--- src/rtl/pb_debounce_sched.sv ---
// Round-robin debouncer: one shared tick divider and stable-tick counter serve N_BTN active-low buttons.
// Optional macro PB_RELEASE_PULSE_EN adds a btn_release pulse output for 1->0 commits.
module pb_debounce_sched #(
    parameter int CLK         = 50000000,
    parameter int TICK_HZ     = 1000,
    parameter int N_BTN       = 4,
    parameter int DEBOUNCE_MS = 40
) (
    input  logic             clk,
    input  logic             rst,
    input  logic [N_BTN-1:0] pb_n,
    output logic [N_BTN-1:0] btn_state,
    output logic [N_BTN-1:0] btn_press,
    output logic             busy,
    output logic [2:0]       owner
`ifdef PB_RELEASE_PULSE_EN
    ,
    output logic [N_BTN-1:0] btn_release
`endif
);

    // state  | meaning
    // SCAN   | timer free, round-robin search for a button whose level disagrees
    // COUNT  | timer granted to owner_q, counting stable ticks
    // COMMIT | one clk: latch the confirmed level into btn_state
    typedef enum logic [1:0] {SCAN, COUNT, COMMIT} state_t;

    localparam int DIV = CLK / TICK_HZ;
    localparam int PW  = (N_BTN > 1) ? $clog2(N_BTN) : 1;
    localparam int DW  = $clog2(DIV);
    localparam logic [DW-1:0] DIV_LAST = DW'(DIV - 1);
    localparam logic [7:0]    CNT_LAST = 8'(DEBOUNCE_MS);
    localparam logic [PW-1:0] IDX_LAST = PW'(N_BTN - 1);

    state_t            state_q, state_d;
    logic [N_BTN-1:0]  sync_a, sync_b, pb_s;
    logic [PW-1:0]     ptr_q, owner_q;
    logic [DW-1:0]     div_q;
    logic [7:0]        cnt_q;
    logic              cand_diff, own_diff, tick, cnt_done;

    function automatic logic [PW-1:0] idx_inc(input logic [PW-1:0] i);
        return (i == IDX_LAST) ? '0 : i + PW'(1);
    endfunction

    // Synchronizer resets to the released level so no phantom change is seen.
    always_ff @(posedge clk or posedge rst) begin
        if (rst) begin
            sync_a <= '1;
            sync_b <= '1;
        end else begin
            sync_a <= pb_n;
            sync_b <= sync_a;
        end
    end

    assign pb_s      = ~sync_b;
    assign cand_diff = pb_s[ptr_q] != btn_state[ptr_q];
    assign own_diff  = pb_s[owner_q] != btn_state[owner_q];
    assign tick      = div_q == DIV_LAST;
    assign cnt_done  = tick && ((cnt_q + 8'd1) == CNT_LAST);

    always_ff @(posedge clk or posedge rst) begin
        if (rst) state_q <= SCAN;
        else     state_q <= state_d;
    end

    always_comb begin
        state_d = state_q;
        case (state_q)
            SCAN:    if (cand_diff) state_d = COUNT;
            COUNT: begin
                if (!own_diff)     state_d = SCAN;
                else if (cnt_done) state_d = COMMIT;
            end
            COMMIT:  state_d = SCAN;
            default: state_d = SCAN;
        endcase
    end

    always_comb begin
        busy = state_q != SCAN;
        owner = '0;
        owner[PW-1:0] = owner_q;
    end

    always_ff @(posedge clk or posedge rst) begin
        if (rst) begin
            ptr_q       <= '0;
            owner_q     <= '0;
            div_q       <= '0;
            cnt_q       <= '0;
            btn_state   <= '0;
            btn_press   <= '0;
`ifdef PB_RELEASE_PULSE_EN
            btn_release <= '0;
`endif
        end else begin
            btn_press   <= '0;
`ifdef PB_RELEASE_PULSE_EN
            btn_release <= '0;
`endif
            case (state_q)
                SCAN: begin
                    if (cand_diff) begin
                        owner_q <= ptr_q;
                        div_q   <= '0;
                        cnt_q   <= '0;
                    end else begin
                        ptr_q <= idx_inc(ptr_q);
                    end
                end
                COUNT: begin
                    // A glitch back to the debounced level aborts; abort wins over a tick.
                    if (!own_diff) begin
                        ptr_q <= idx_inc(owner_q);
                    end else begin
                        div_q <= tick ? '0 : div_q + DW'(1);
                        if (tick) cnt_q <= cnt_q + 8'd1;
                    end
                end
                COMMIT: begin
                    btn_state[owner_q]   <= pb_s[owner_q];
                    btn_press[owner_q]   <= pb_s[owner_q] & ~btn_state[owner_q];
`ifdef PB_RELEASE_PULSE_EN
                    btn_release[owner_q] <= ~pb_s[owner_q] & btn_state[owner_q];
`endif
                    ptr_q <= idx_inc(owner_q);
                end
                default: ;
            endcase
        end
    end

endmodule

--- config.mk ---
export PLATFORM = sky130hd
export DESIGN_NAME = pb_debounce_sched
export DESIGN_NICKNAME = d
export VERILOG_FILES = /design/src/rtl/pb_debounce_sched.sv
export SDC_FILE = /design/constraint.sdc
export NUM_CORES = 1
export LEC_CHECK = 0
export ABC_CLOCK_PERIOD_IN_PS = 2570
export CELL_PAD_IN_SITES_DETAIL_PLACEMENT = 0
export CELL_PAD_IN_SITES_GLOBAL_PLACEMENT = 1
export CORE_UTILIZATION = 35
export DETAILED_ROUTE_END_ITERATION = 8
export HOLD_SLACK_MARGIN = 0.15
export PLACE_DENSITY = 0.67
export SETUP_SLACK_MARGIN = 0.02
export SYNTH_ARGS = -nofsm -noshare
export SYNTH_HDL_FRONTEND = slang
export SYNTH_SLANG_ARGS = --single-unit
export TNS_END_PERCENT = 100
--- constraint.sdc ---
create_clock -name clk -period 2.57 [get_ports clk]
set_input_delay 0.514 -clock clk [delete_from_list [all_inputs] [get_ports clk]]
set_output_delay 0.514 -clock clk [all_outputs]
set_load 0.02 [all_outputs]
=== After elaboration in Yosys (flattened, before gate mapping) ===
Cells that the tools add are included.

* Output and inout bits: 12
* Word-level logic and storage cells: 74
* Input bits: 6
* Register bits after elaboration: 46

* Add/subtract/negate cells: 4
* Bitwise gates (word level): 4
* Magnitude comparators: 3
* Equality and inequality tests: 14
* Reduce and logical (&&, ||, !) cells: 11
* Muxes and demuxes: 29

{| class="wikitable"
|+ Operators with widths
! kind !! number
|-
| $mux 16 || 3
|-
| $pmux 16 s2 || 1
|-
| $mux 8 || 3
|-
| $add 16x1->16 const B || 1
|-
| $eq 16x16->1 const B || 1
|-
| $pmux 8 s2 || 1
|-
| $mux 2 || 7
|-
| $ne 2x2->1 const B || 5
|-
| $add 8x1->8 const B || 1
|-
| $bmux 1 s2 || 4
|-
| $eq 8x6->1 const B || 1
|-
| $eq 2x2->1 const B || 3
|-
| $lt 2x3->1 const B || 2
|-
| $pmux 2 s3 || 1
|-
| $reduce_and 3->1 || 2
|-
| $mux 1 || 5
|-
| $add 2x1->2 const B || 2
|-
| $and 4x4->4 || 1
|-
| $bwmux 4 || 1
|-
| $mux 4 || 1
|-
| $not 4->4 || 1
|-
| $pmux 2 s2 || 1
|-
| $reduce_and 2->1 || 2
|-
| $reduce_and 4->1 || 1
|-
| other kinds (11) || 14
|}

=== Longest topological paths before layout ===
* Word-level depth: 6
* Mapped depth: 9
* Mapped depth without buffers: 8

=== Least setup slack after synthesis ===
No wires, ideal clock.

* Path kind: reg-to-reg
* From: reg owner_q[0]
* To: reg cnt_q[4]
* Slack: 0.040 ns
* Required time: 2.434 ns
* Period minus slack after synthesis: 2.530 ns
* Data arrival time: 2.394 ns
* Stages on the path, launching flop included: 10
* Buffers on the path: 1
* Setup time: 0.136 ns
* Cells stage by stage: dfrtp_1 -> mux4_2 -> inv_1 -> ha_1 -> nand2b_1 -> o21ai_0 -> o21ai_1 -> clkbuf_1 -> o21ai_0 -> o41ai_1

* Cells in the longest elaborated chain, start to end: 5
* Elaborated cells between the ends (all ways): 7
* Those cells by class: 2 x eq/ne; 4 x mux; 1 x reduce/logical

{| class="wikitable"
|+ Ends and longest elaborated chain
! item !! line !! text
|-
| from (decl) || 37 || <nowiki>logic [PW-1:0] ptr_q, owner_q;</nowiki>
|-
| from (signal assigned) || 106 || <nowiki>owner_q <= ptr_q;</nowiki>
|-
| $bmux 1 s2 || 59 || <nowiki>assign own_diff = pb_s[owner_q] != btn_state[owner_q];</nowiki>
|-
| $mux 1 (not written as such) || 59 ||
|-
| $ne 1x1->1 * || 59 ||
|-
| $ne 2x2->1 (no line) * || - ||
|-
| $reduce_and 4->1 (no line) * || - ||
|-
| to (signal assigned) || 119 || <nowiki>if (tick) cnt_q <= cnt_q + 8'd1;</nowiki>
|-
| to (decl) || 39 || <nowiki>logic [7:0] cnt_q;</nowiki>
|}

Every way passes the cells marked *; elsewhere a longest branch is shown, timed or not. The select of a mux whose other input is x is not followed.
A chain may end at the register's enable or synchronous reset.

=== Final worst setup path ===
* From: reg state_q[1]
* To: out busy

* Cells in the longest elaborated chain, start to end: 1

{| class="wikitable"
|+ Ends and longest elaborated chain
! item !! line !! text
|-
| from (decl) || 35 || <nowiki>state_t state_q, state_d;</nowiki>
|-
| from (signal assigned) || 65 || <nowiki>else state_q <= state_d;</nowiki>
|-
| $reduce_bool 2->1 || 82 || <nowiki>busy = state_q != SCAN;</nowiki>
|-
| to (decl) || 14 || <nowiki>output logic busy,</nowiki>
|}

Every way passes these cells.

==> results by group <==
Setup path
  • Critical Path AT: 1.89 ns
  • Bufs and invs on worst path: 3
  • Worst-path maximum fanout: 5
  • Worst path cell trace: inv_1 > ha_1 > inv_1 > clkdlybuf4s50_1
  • Largest stage delay, worst path: between 0.6 and 0.7 ns
  • CP endpoint kind: output port
  • Family with the most delay on the worst path: buffers and inverters
  • Slowest-stage cell, CP: clkdlybuf4s50_1
  • FF-to-FF setup slack: 0.17 ns
  • Setup crit start kind: flop
  • WP data required: around 2 ns
  • Stages on worst setup path: 4
  • Reg2reg start: owner_q[0]$_DFFE_PP0P_
  • Path type of the worst setup path: flop to output port
  • Critical path's most frequent cell: inv_1
  • Worst reg2reg path depth: 8
  • RR Endpoint: cnt_q[7]$_DFFE_PP0P_

Finish
  • Final core occ: 0.426
  • Area growth syn-to-layout: 17.4%
  • Layout cell share with drive strength beyond 1: 0.169
  • # diodes: 0
  • Nets: between 300 and 400
  • Fillcell total: 761

Global routing
  • M3 GR Usage: 0.0332
  • Met1 Use GR: 0.252
  • Gr usage total: 0.174
  • Initial antenna violation count: 0
  • Top Usage Layer GRT: met2
  • Overflow after GRT: 0
  • Global-route wire length before repair: 10400 um
  • Pin count of the biggest net entering global routing: 47
  • Vias in the first global route: between 2000 and 2500
  • M2 GR Usage: 0.270

Clock tree
  • TritonCTS Sinks: between 40 and 50
  • # hold bufs at CTS: 0
  • Clock Path Buffers: 2
  • Clock slew at the register clock pins of the worst setup and hold paths: 0.09 ns
  • CTS tree: built
  • H-tree depth: 2
  • Clock Latency Late Sink: approximately 0.30 ns
  • Clock root buffer master: clkbuf_8
  • Number of CTS-inserted buffers: 5

Timing
  • Final Hold Vio Count: 0
  • Worst-Margin Slew: 0.584 ns
  • Slew headroom: 0.608
  • Highest clock rate: 416 MHz
  • Final Cycle Share: 0.936
  • Final Skew: between 0.006 and 0.007 ns
  • Final WS setup: 0.164 ns
  • Final setup violation count: 0
  • Crit path time final: 2.41 ns
  • TNS Setup: 0 ns
  • Slew Viols, Final: 0
  • Unrepaired setup endpoints after global routing: false

Routing
  • Vias/cell: 5.44
  • Number of routed nets with antenna violations: 0
  • Routed wire length: 5940 um
  • Initial DRC Count: 140
  • DRC: 0
  • Avg WL per Cell: 15.3 um
  • Pre-Repair DR Iteration Count: 4
  • Via count: 2118

Floorplan
  • Rows: 31
  • Full die area: roughly 8000 um^2
  • Initial Util: 0.363
  • Area of the core: 7290 um^2
  • Die W: about 90 um
  • IO Count: 18
  • Die Ht: 88.9 um

Job
  • Max-cap violations: 0

Yosys
  • Synth Instances: 262
  • Synth unique cells: 52
  • Ys flop type: dfrtp_1
  • Post-Synthesis Net Count: 280
  • Syn Std Cell Area: about 2600 um^2
  • Synth warn: 0
  • Synthesis-stage register bit count: 46
  • Post-synth EDFFs: 0
  • Syn avg cell area: 10.1 um^2
  • Asr flop ratio synth: 1.00
  • Seq/Total Area, Yosys: 0.439

Placed design
  • DP Wirelength: 4160 um
  • GPL Wtd Cong: 0.735
  • Input/output buffers: 16
  • Place WS: 0.0161 ns

Min path
  • Worst Hold Class: flop to flop
  • Hold EP: sync_b[3]$_DFF_PP1_
  • HP Start: sync_a[3]$_DFF_PP1_
  • Hold path depth: 0

Power and ir drop
  • Leak: 1.26 nW
  • Peak VDD IR: around 0.37 mV
  • PwrDens: 790 nW/um^2

Run status
  • Status: completed
==> state kept, by name, summed over array words and instances, names as in the netlist <==
signal and count:
ptr_q 2, cnt_q 8, state_q 2, div_q 16, btn_state 4, owner_q 2, btn_press 4, sync_a 4
sync_b 4
==> metal layers <==
| layer | share of wire | vias to the layer above |
|---|---|---|
| met5 | 0 | - |
| met4 | 0.0059 | 0 |
| met3 | 0.019 | 2 |
| met2 | 0.46 | 19 |
| met1 | 0.51 | 1055 |
| li1 | - | 1042 |
==> Yosys cell counts, types with 2 or more instances <==
cell type	number	share of area
dfrtp_1	38	0.36
nand2b_1	2	0.0047
nor4bb_1	2	0.0076
nor2_1	11	0.016
clkbuf_1	7	0.0099
inv_1	13	0.018
nand4b_1	3	0.0099
xor2_1	4	0.013
nor4_1	2	0.0047
a31oi_1	8	0.019
buf_4	2	0.0057
nand2_1	21	0.030
and3_1	7	0.017
mux2_2	2	0.0085
buf_2	2	0.0038
o31ai_1	11	0.031
o21ai_1	2	0.0038
or3_1	2	0.0047
dfstp_2	8	0.080
nand3_1	9	0.017
ha_1	12	0.057
and4_1	3	0.0099
nor2b_1	4	0.0095
xnor2_1	4	0.013
o21ai_0	28	0.053
mux4_2	4	0.034
a41oi_1	6	0.020
o41ai_1	6	0.020
a21oi_1	16	0.030
==> per-stage QoR <==
stage / hold slack (ns) / std cells / power (mW) / instance area, um^2
after global routing: 0.369 / 389 / 2.65 / 3100
after global placement: 0.347 / 378 / 1.93 / 2970
after CTS: 0.361 / 388 / 2.45 / 3100
after detailed placement: 0.347 / 378 / 1.93 / 2970
after floorplan: 0.345 / 262 / 1.57 / 2640
final: 0.360 / 389 / 2.45 / 3100
==> layout make-up <==
class                      count  area, um^2  area share
multi-input combinational    192        1390       0.448
sequential                    46        1160       0.374
clock inverter                 3        25.0     0.00806
inverter                      13        48.8      0.0157
tap                           99         124      0.0399
clock buffer                   5        68.8      0.0222
timing repair buffer          31         285      0.0919
==> report_power, final <==
group / switching (mW) / leakage, nW / internal (mW) / total (mW)
combinational: 0.633 / 0.619 / 0.473 / 1.11
sequential: 0.0896 / 0.601 / 0.795 / 0.884
clock: 0.266 / 0.0447 / 0.197 / 0.463
==> worst reg2reg max path: stages, from the launching register on <==
cell and delay [ns]:
dfrtp_2 0.41, mux4_2 0.55, inv_1 0.08, ha_1 0.24, nand2b_1 0.22, o21ai_1 0.15
o21ai_1 0.12, buf_4 0.18, a221o_1 0.34
==> how the worst max path moves through the flow <==
stage                      startpoint                     to  slack, ns
2_1_floorplan  owner_q[0]$_DFFE_PP0P_   cnt_q[4]$_DFFE_PP0P_       0.04
3_3_place_gp   owner_q[0]$_DFFE_PP0P_  div_q[10]$_DFFE_PP0P_       0.07
3_5_place_dp   owner_q[0]$_DFFE_PP0P_  div_q[10]$_DFFE_PP0P_       0.02
4_1_cts        owner_q[0]$_DFFE_PP0P_   cnt_q[7]$_DFFE_PP0P_       0.09
5_1_grt        owner_q[0]$_DFFE_PP0P_  div_q[13]$_DFFE_PP0P_       0.02
6_report       state_q[1]$_DFFE_PP0P_                   busy       0.16
==> layout by cell type, fill, tap and decap left out, types with 4 or more instances in the layout <==
cell,Yosys,final
clkbuf_8,0,5
a21oi_1,16,16
nand3_1,9,9
buf_4,2,14
dfrtp_1,38,37
o21ai_1,2,8
and3_1,7,7
nand2_1,21,21
xnor2_1,4,4
nor2_1,11,11
o41ai_1,6,5
a41oi_1,6,6
a31oi_1,8,8
dfstp_2,8,8
nor2b_1,4,4
ha_1,12,12
mux4_2,4,4
inv_1,13,12
clkdlybuf4s50_1,0,16
o21ai_0,28,22
xor2_1,4,4
o31ai_1,11,11
==> cells by family after synthesis <==
kind of cell / count (synthesis) / synth area share
xor gates and xnor gates: 8 / 0.0265
DFF: 46 / 0.439
muxes: 7 / 0.0464
other: 1 / 0.00142
adders and majority gates: 12 / 0.0568
and+or+nand+nor: 77 / 0.174
AOI/OAI and AO/OA: 87 / 0.218
buffers and inverters: 24 / 0.0379
==> what timing repair did <==
| item | 4_1_cts | 5_1_grt |
|---|---|---|
| gates cloned | 0 | 0 |
| pin swaps | 1 | 0 |
| setup endpoints to repair | 1 | 21 |
| resized for setup | 0 | 7 |
| setup buffers | 2 | 1 |
(Power assumes the default switching activity.)
